`config.mk`:
```
export PLATFORM = sky130hd
export DESIGN_NAME = linear_interpolator_flat
export DESIGN_NICKNAME = d
export VERILOG_FILES = /design/src/rtl/linear_interpolator_if.sv /design/src/rtl/linear_interpolator.sv /design/src/flat_wrapper.sv
export SDC_FILE = /design/constraint.sdc
export NUM_CORES = 1
export LEC_CHECK = 0
export CAP_MARGIN = 20
export CORE_UTILIZATION = 40
export CTS_CLUSTER_SIZE = 30
export DETAILED_ROUTE_END_ITERATION = 12
export DONT_BUFFER_PORTS = 1
export SYNTH_ARGS = -nofsm -noshare
export SYNTH_HDL_FRONTEND = slang
export SYNTH_SLANG_ARGS = --single-unit
```
`constraint.sdc`:
```
create_clock -name clk -period 4.15 [get_ports clk]
set_input_delay 0.6225 -clock clk [delete_from_list [all_inputs] [get_ports clk]]
set_output_delay 0.6225 -clock clk [all_outputs]
set_load 0.02 [all_outputs]
```
`src/rtl/linear_interpolator_if.sv`:
```
// Sample-in / ramp-out bundle for linear_interpolator.
// The upstream setpoint source and the ramp generator share this interface.
interface linear_interpolator_if #(
  parameter int data_bits = 16
);
  logic                 step_en;
  logic [data_bits-1:0] in_data;
  logic                 in_valid;
  logic                 in_ready;
  logic [data_bits-1:0] out_data;
  logic                 out_strobe;
  logic                 busy;

  modport master (
    output step_en, in_data, in_valid,
    input  in_ready, out_data, out_strobe, busy
  );

  modport slave (
    input  step_en, in_data, in_valid,
    output in_ready, out_data, out_strobe, busy
  );
endinterface

```
`src/rtl/linear_interpolator.sv`:
```
// Linear ramp generator: moves out_data from its current value to each new sample
// in exactly 2^log2_steps step ticks, with one sample of look-ahead buffering.
module linear_interpolator #(
  parameter int data_bits  = 16,
  parameter int log2_steps = 8
) (
  input  logic                  clk,
  input  logic                  rst,
  linear_interpolator_if.slave  bus
);

  localparam int acc_bits = data_bits + log2_steps + 1;
  localparam logic [log2_steps-1:0] cnt_one = log2_steps'(1);

  typedef enum logic {IDLE, RAMP} state_t;

  state_t                 state_q, state_d;
  logic [acc_bits-1:0]    acc_q, acc_d;
  logic [data_bits:0]     delta_q, delta_d;
  logic [log2_steps-1:0]  cnt_q, cnt_d;
  logic [data_bits-1:0]   pend_q, pend_d;
  logic                   pend_v_q, pend_v_d;
  logic [data_bits-1:0]   target_q, target_d;
  logic [data_bits-1:0]   out_data_q, out_data_d;
  logic                   out_strobe_q, out_strobe_d;
  logic                   busy_q, busy_d;

  logic                   accept;
  logic                   final_step;
  logic [acc_bits-1:0]    acc_sum;
  logic                   do_load;
  logic [data_bits-1:0]   load_s;
  logic [data_bits-1:0]   load_t;

  assign bus.in_ready   = rst & ~pend_v_q;
  assign bus.out_data   = out_data_q;
  assign bus.out_strobe = out_strobe_q;
  assign bus.busy       = busy_q;

  assign accept     = bus.in_valid & bus.in_ready;
  assign final_step = (state_q == RAMP) && bus.step_en && (cnt_q == '1);

  // Accumulator carries a guard bit above the sample range, so T - S never overflows.
  assign acc_sum = acc_q + {{log2_steps{delta_q[data_bits]}}, delta_q};

  always_comb begin
    state_d      = state_q;
    acc_d        = acc_q;
    delta_d      = delta_q;
    cnt_d        = cnt_q;
    pend_d       = pend_q;
    pend_v_d     = pend_v_q;
    target_d     = target_q;
    out_data_d   = out_data_q;
    out_strobe_d = 1'b0;
    do_load      = 1'b0;
    load_s       = target_q;
    load_t       = bus.in_data;

    case (state_q)
      IDLE: begin
        if (accept) begin
          do_load = 1'b1;
          load_s  = out_data_q;
        end
      end
      RAMP: begin
        if (bus.step_en) begin
          acc_d        = acc_sum;
          out_data_d   = acc_sum[log2_steps +: data_bits];
          out_strobe_d = 1'b1;
          cnt_d        = cnt_q + cnt_one;
          if (final_step) begin
            if (pend_v_q) begin
              do_load  = 1'b1;
              load_t   = pend_q;
              pend_v_d = 1'b0;
            end else if (accept) begin
              do_load = 1'b1;
            end else begin
              state_d = IDLE;
            end
          end
        end
        // Samples arriving mid-ramp wait their turn; the final step consumes them directly.
        if (accept && !final_step) begin
          pend_d   = bus.in_data;
          pend_v_d = 1'b1;
        end
      end
      default: state_d = IDLE;
    endcase

    if (do_load) begin
      delta_d  = {load_t[data_bits-1], load_t} - {load_s[data_bits-1], load_s};
      acc_d    = {load_s[data_bits-1], load_s, {log2_steps{1'b0}}};
      cnt_d    = '0;
      target_d = load_t;
      state_d  = RAMP;
    end

    busy_d = (state_d == RAMP);
  end

  always_ff @(posedge clk or negedge rst) begin
    if (!rst) begin
      state_q      <= IDLE;
      acc_q        <= '0;
      delta_q      <= '0;
      cnt_q        <= '0;
      pend_q       <= '0;
      pend_v_q     <= 1'b0;
      target_q     <= '0;
      out_data_q   <= '0;
      out_strobe_q <= 1'b0;
      busy_q       <= 1'b0;
    end else begin
      state_q      <= state_d;
      acc_q        <= acc_d;
      delta_q      <= delta_d;
      cnt_q        <= cnt_d;
      pend_q       <= pend_d;
      pend_v_q     <= pend_v_d;
      target_q     <= target_d;
      out_data_q   <= out_data_d;
      out_strobe_q <= out_strobe_d;
      busy_q       <= busy_d;
    end
  end

endmodule

```
`src/flat_wrapper.sv`:
```
// flat-port wrapper written by rule: the top's interface ports become plain ports
module linear_interpolator_flat 
#(
  parameter int data_bits  = 16,
  parameter int log2_steps = 8
)
  (clk, rst, bus_step_en, bus_in_data, bus_in_valid, bus_in_ready, bus_out_data, bus_out_strobe, bus_busy);
  linear_interpolator_if #(.data_bits(data_bits)) bus_i ();
  input  logic clk;
  input  logic rst;
  input wire logic [$bits(bus_i.step_en)-1:0] bus_step_en;
  input wire logic [$bits(bus_i.in_data)-1:0] bus_in_data;
  input wire logic [$bits(bus_i.in_valid)-1:0] bus_in_valid;
  output wire logic [$bits(bus_i.in_ready)-1:0] bus_in_ready;
  output wire logic [$bits(bus_i.out_data)-1:0] bus_out_data;
  output wire logic [$bits(bus_i.out_strobe)-1:0] bus_out_strobe;
  output wire logic [$bits(bus_i.busy)-1:0] bus_busy;
  assign bus_i.step_en = bus_step_en;
  assign bus_i.in_data = bus_in_data;
  assign bus_i.in_valid = bus_in_valid;
  assign bus_in_ready = bus_i.in_ready;
  assign bus_out_data = bus_i.out_data;
  assign bus_out_strobe = bus_i.out_strobe;
  assign bus_busy = bus_i.busy;
  linear_interpolator #(.data_bits(data_bits), .log2_steps(log2_steps)) u_core (.clk(clk), .rst(rst), .bus(bus_i));
endmodule
```
# Word level (Yosys, flattened, before mapping)
# Index checks and enable logic that the tools add are counted.
# word_totals
ff_bits	101
output_inout_bits	19
wordCells	55
# classes
n_addsub	3
n_eq_ne	1
muxes	26
bitwise_logic	4
reduce_logical	12
# ops
op	n
$mux W16	6
$mux W25	3
$add A25 B25 Y25	1
$mux W8	3
$sub A16 B16 Y17	1
$mux W1	13
$add A8 B1 Y8 const B	1
$eq A8 B8 Y1 const B	1
$reduce_bool A2 Y1	4
$reduce_and A2 Y1	3
$logic_and A1 B1 Y1	3
$reduce_and A3 Y1	1
$and A1 B1 Y1	2
$not A1 Y1	2
$pmux W1 S2	1
$logic_not A1 Y1	1

# Logic depth before layout (Yosys ltp)
# depth
ltp_word	10
mapped_depth	16

# Worst setup path before layout
# OpenSTA, ideal clock, no wires.
# synth_path
path_type	input port to flip-flop
start	input port bus_step_en
end	register u_core.delta_q[12]
t_arrival_ns	3.653
required_ns	4.015
setup_slack_ns	0.362
cell_stages	15
n_path_buf	1
path_cell_list	nand2_1 -> nor3_1 -> nand4_2 -> buf_2 -> mux2i_1 -> ha_1 -> inv_1 -> fa_1 -> a21o_1 -> a221oi_1 -> a22oi_1 -> a21o_1 -> a21oi_1 -> xor2_1 -> o21ai_0
# synth_between
elab_chain_cells	6
# synth_lines
element	line	rtl
start, declared	flat_wrapper.sv:11	input wire logic [$bits(bus_i.step_en)-1:0] bus_step_en;
$logic_and A1 B1 Y1 (2 in series)	linear_interpolator.sv:41	assign final_step = (state_q == RAMP) && bus.step_en && (cnt_q == '1);
$mux W16	linear_interpolator.sv:73	if (final_step) begin
$mux W16	linear_interpolator.sv:68	if (bus.step_en) begin
$mux W16	linear_interpolator.sv:60	case (state_q)
$sub A16 B16 Y17	linear_interpolator.sv:95	delta_d = {load_t[data_bits-1], load_t} - {load_s[data_bits-1], load_s};
end signal, assigned	linear_interpolator.sv:120	delta_q <= delta_d;
end, declared	linear_interpolator.sv:19	logic [data_bits:0] delta_q, delta_d;
# Several ways; a longest one is shown, not always the timed one.
# A chain may end at the register's enable or synchronous reset.

# Final worst setup path
# layout_path
start	register u_core.cnt_q[0]
end	register u_core.delta_q[15]
# layout_between
elab_chain_cells	6
# layout_lines
element	line	rtl
start, declared	linear_interpolator.sv:20	logic [log2_steps-1:0] cnt_q, cnt_d;
start signal, assigned	linear_interpolator.sv:121	cnt_q <= cnt_d;
$eq A8 B8 Y1	linear_interpolator.sv:41	
$logic_and A1 B1 Y1	linear_interpolator.sv:41	
$mux W16	linear_interpolator.sv:73	
$mux W16	linear_interpolator.sv:68	
$mux W16	linear_interpolator.sv:60	
named net u_core.load_t[6]	linear_interpolator.sv:33	logic [data_bits-1:0] load_t;
$sub A16 B16 Y17	linear_interpolator.sv:95	
# The timed path passes the listed nets, and every way through them passes these cells.

==> flow_metrics.env <==
export IMPL_setup_tns_ns=0
export IMPL_path_class="flop to flop"
export IMPL_synth_seq_area_share_pct=40.3
export IMPL_hold_viol=0
export IMPL_dr_pass1_iters=5
export IMPL_ctsResizeCount=0
export IMPL_yosysWarnings=0
export IMPL_die_area_um2=16000
export IMPL_grt_use_met2_pct=31.8
export IMPL_crit_chain="ha_1 -> inv_1 -> nor3_1 -> buf_4 -> nand4_2 -> buf_4 -> mux2_2 -> ha_1 -> a21oi_1 -> nor3b_1 -> o31ai_1 -> a21boi_0 -> o21ai_0 -> a221o_1"
export IMPL_grt_max_degree=101
export IMPL_cts_buffer_depth=2
export IMPL_cp_max_fo=13
export IMPL_dr_total_vias=4912
export IMPL_setup_viol=0
export IMPL_grt_ovfl_total=0
export IMPL_antenna_found_initial=0
export IMPL_routed_wl_um=15400
export IMPL_syn_to_final_growth_pct=9.60
export IMPL_synth_top_cells_by_count="100 x dfrtp_1, 88 x nor2_1, 72 x nand2_1"
export IMPL_p_leak_nw=3.02
export IMPL_synth_nets=721
export IMPL_synth_most_common_cell="dfrtp_1"
export IMPL_post_cts_setup_buffers=0
export IMPL_fin_ws_ns=0.343
export IMPL_clock_fmax_ghz=0.263
export IMPL_final_antenna_net_count=0
export IMPL_combPwrFrac_pct=51.9
export IMPL_switching_share_pct=44.0
export IMPL_holdCritPathClass="input port to async pin"
export IMPL_end_kind="flop"
export IMPL_clk_latency_ns=0.35
export IMPL_ys_ff_latch=100
export IMPL_total_power_w=0.00597
export IMPL_ctsHtreeMaxLevel=3
export IMPL_cp_top_family="compound AO/OA/AOI/OAI gates"
export IMPL_fill_cells=1394
export IMPL_grt_pass1_vias=4852
export IMPL_grt_use_met1_pct=27.3
export IMPL_start_util_pct=41.0
export IMPL_antennaDiodeCount=0
export IMPL_required_ns=4.38
export IMPL_grt_usage_pct=20.0
export IMPL_p_int_w=0.00335
export IMPL_numClockSinks=100
export IMPL_synth_ff_type="dfrtp_1"
export IMPL_cts_root_buf="clkbuf_16"
export IMPL_switchingPower_w=0.00263
export IMPL_dp_hpwl_um=11300
export IMPL_gp_congestion=0.882
export IMPL_synthArstFlopShare_pct=100
export IMPL_use_met3_pct=3.42
export IMPL_yosysTopAreaCell="dfrtp_1"
export IMPL_tightestPinTransition_ns=0.604
export IMPL_ctsHoldBuffers=1
export IMPL_crit_slowest_cell="dfrtp_1"
export IMPL_slew_headroom_pct=59.8
export IMPL_cap_violations=0
export IMPL_skew_ns=0.00976
export IMPL_multi_input_area_um2=3540
export IMPL_synth_edff_count=0
export IMPL_avgSynthCellArea_um2=9.41
export IMPL_reg2reg_slack_ns=0.34
export IMPL_syn_instance_count=659
export IMPL_timing_hold_ws_ns=0.178
export IMPL_rsz0062_at_grt="false"
export IMPL_synth_area_um2=6200
export IMPL_synth_top_area_share_pct=40.3
export IMPL_core_um2=15100
export IMPL_synthDistinctLibCells=60
export IMPL_clkPwrFrac_pct=16.0
export IMPL_power_density_nw_per_um2=879
export IMPL_yosys_top_cells_area="dfrtp_1 40%, ha_1 8.1%, mux2_2 6.7%"
export IMPL_drc_errors=0
export IMPL_fp_dieH_um=127
export IMPL_busiest_layer="met2"
export IMPL_numPortBuffers=0
export IMPL_preCtsSetupSlack_ns=0.356
export IMPL_cts_tree="built"
export IMPL_drv_slew=0
export IMPL_clkTransAtPathRegs_ns=0.07
export IMPL_arrival_ns=4.04
export IMPL_startpoint_type="flop"
export IMPL_post_drt_wl_per_cell_um=18.3
export IMPL_vias_per_cell=5.83
export IMPL_pin_count=39
export IMPL_path_buf_inv=3
export IMPL_ir_drop_v=0.000284
export IMPL_period_share_pct=91.7
export IMPL_grt_pass1_wl_um=25200
export IMPL_period_needed_ns=3.81
export IMPL_layout_drive_gt1_share_pct=11.6
export IMPL_seqCellArea_um2=2500
export IMPL_die_w_um=127
export IMPL_layout_nets=713
export IMPL_status="finished, final reports clean"
export IMPL_cts_buffers=9
export IMPL_drt_iter0_drc=330
export IMPL_seq_power_share_pct=32.1
export IMPL_max_stage_delay_ns=0.42
export IMPL_rows=45
==> layout by cell type, fill, tap and decap left out, types with 5 or more instances in the layout <==
master     synthesis  routed
ha_1              40      40
dfrtp_1          100     100
nand2_1           72      72
mux2i_1           19      19
a21oi_1           39      39
a31oi_1            5       5
a21o_1            13      13
nor3_1             7       7
o21ai_0           36      36
o21a_1             8       8
nand4_1           11      11
nor2_1            88      85
xor2_1            19      19
xnor2_1           20      20
inv_1             11      11
clkbuf_16          0       9
mux2_2            37      37
a221o_1           12      12
and2_1             5       5
buf_4              1      11
nand3_1           13      13
o31ai_1           10      10
==> sequential cells by signal, summed over array words and instances (netlist names) <==
name	count
u_core.delta_q	17
u_core.bus.out_data	16
u_core.cnt_q	8
u_core.pend_q	16
u_core.acc_q	24
u_core.state_q	1
u_core.bus.out_strobe	1
u_core.pend_v_q	1
u_core.target_q	16
==> final timing paths <==
path | cells after the start | start | to
hold reg to reg | 2 | u_core.acc_q[6] | u_core.acc_q[6]
hold / removal | 1 | rst | u_core.bus.out_strobe
setup / recovery | 14 | u_core.cnt_q[0] | u_core.delta_q[15]
max in group asynchronous | 1 | rst | u_core.delta_q[8]
min in group clk | 1 | bus_in_data[15] | u_core.pend_q[15]
setup reg to reg | 14 | u_core.cnt_q[0] | u_core.delta_q[15]
==> final cells by class <==
type	instances	area share (%)
Timing Repair Buffer	13	2.02
Multi-Input combinational cell	515	52.1
Clock buffer	9	3.31
Inverter	12	0.663
Clock inverter	6	1.66
Tap cell	188	3.46
Sequential cell	100	36.8
==> kinds of logic after synthesis <==
kind of cell | Yosys count | share of synthesized area, %
AND/OR/NAND/NOR | 221 | 15.7
AO/OA/AOI/OAI | 157 | 17.1
multiplexers | 56 | 9.78
XOR/XNOR | 39 | 5.51
buffers and inverters | 44 | 2.78
adder cells (fa/ha/maj) | 42 | 8.71
flip-flops | 100 | 40.3
==> metrics by stage <==
stage | util (%) | instance area, µm² | instances
after floorplan | - | 6200 | 659
after global placement | 42.3 | 6400 | 826
after detailed placement | 42.3 | 6400 | 826
after CTS | 44.7 | 6770 | 842
after global routing | 44.9 | 6800 | 843
final | 44.9 | 6800 | 843
==> power groups by stage <==
stage                     Combinational [W]  Sequential (W)  Clock [W]
after floorplan                     0.00239         0.00179          0
after global placement              0.00294         0.00192          0
after detailed placement            0.00302         0.00193          0
after CTS                           0.00307         0.00191   0.000977
after global routing                0.00344         0.00197    0.00101
final                               0.00310         0.00192   0.000957
==> layer usage <==
metal	vias to the layer above	share of wire, %
met5	-	0
met4	0	2.1
met3	22	4.0
met2	107	46
met1	2432	48
li1	2351	-
No activity file was read; power rests on OpenSTA's default activity.
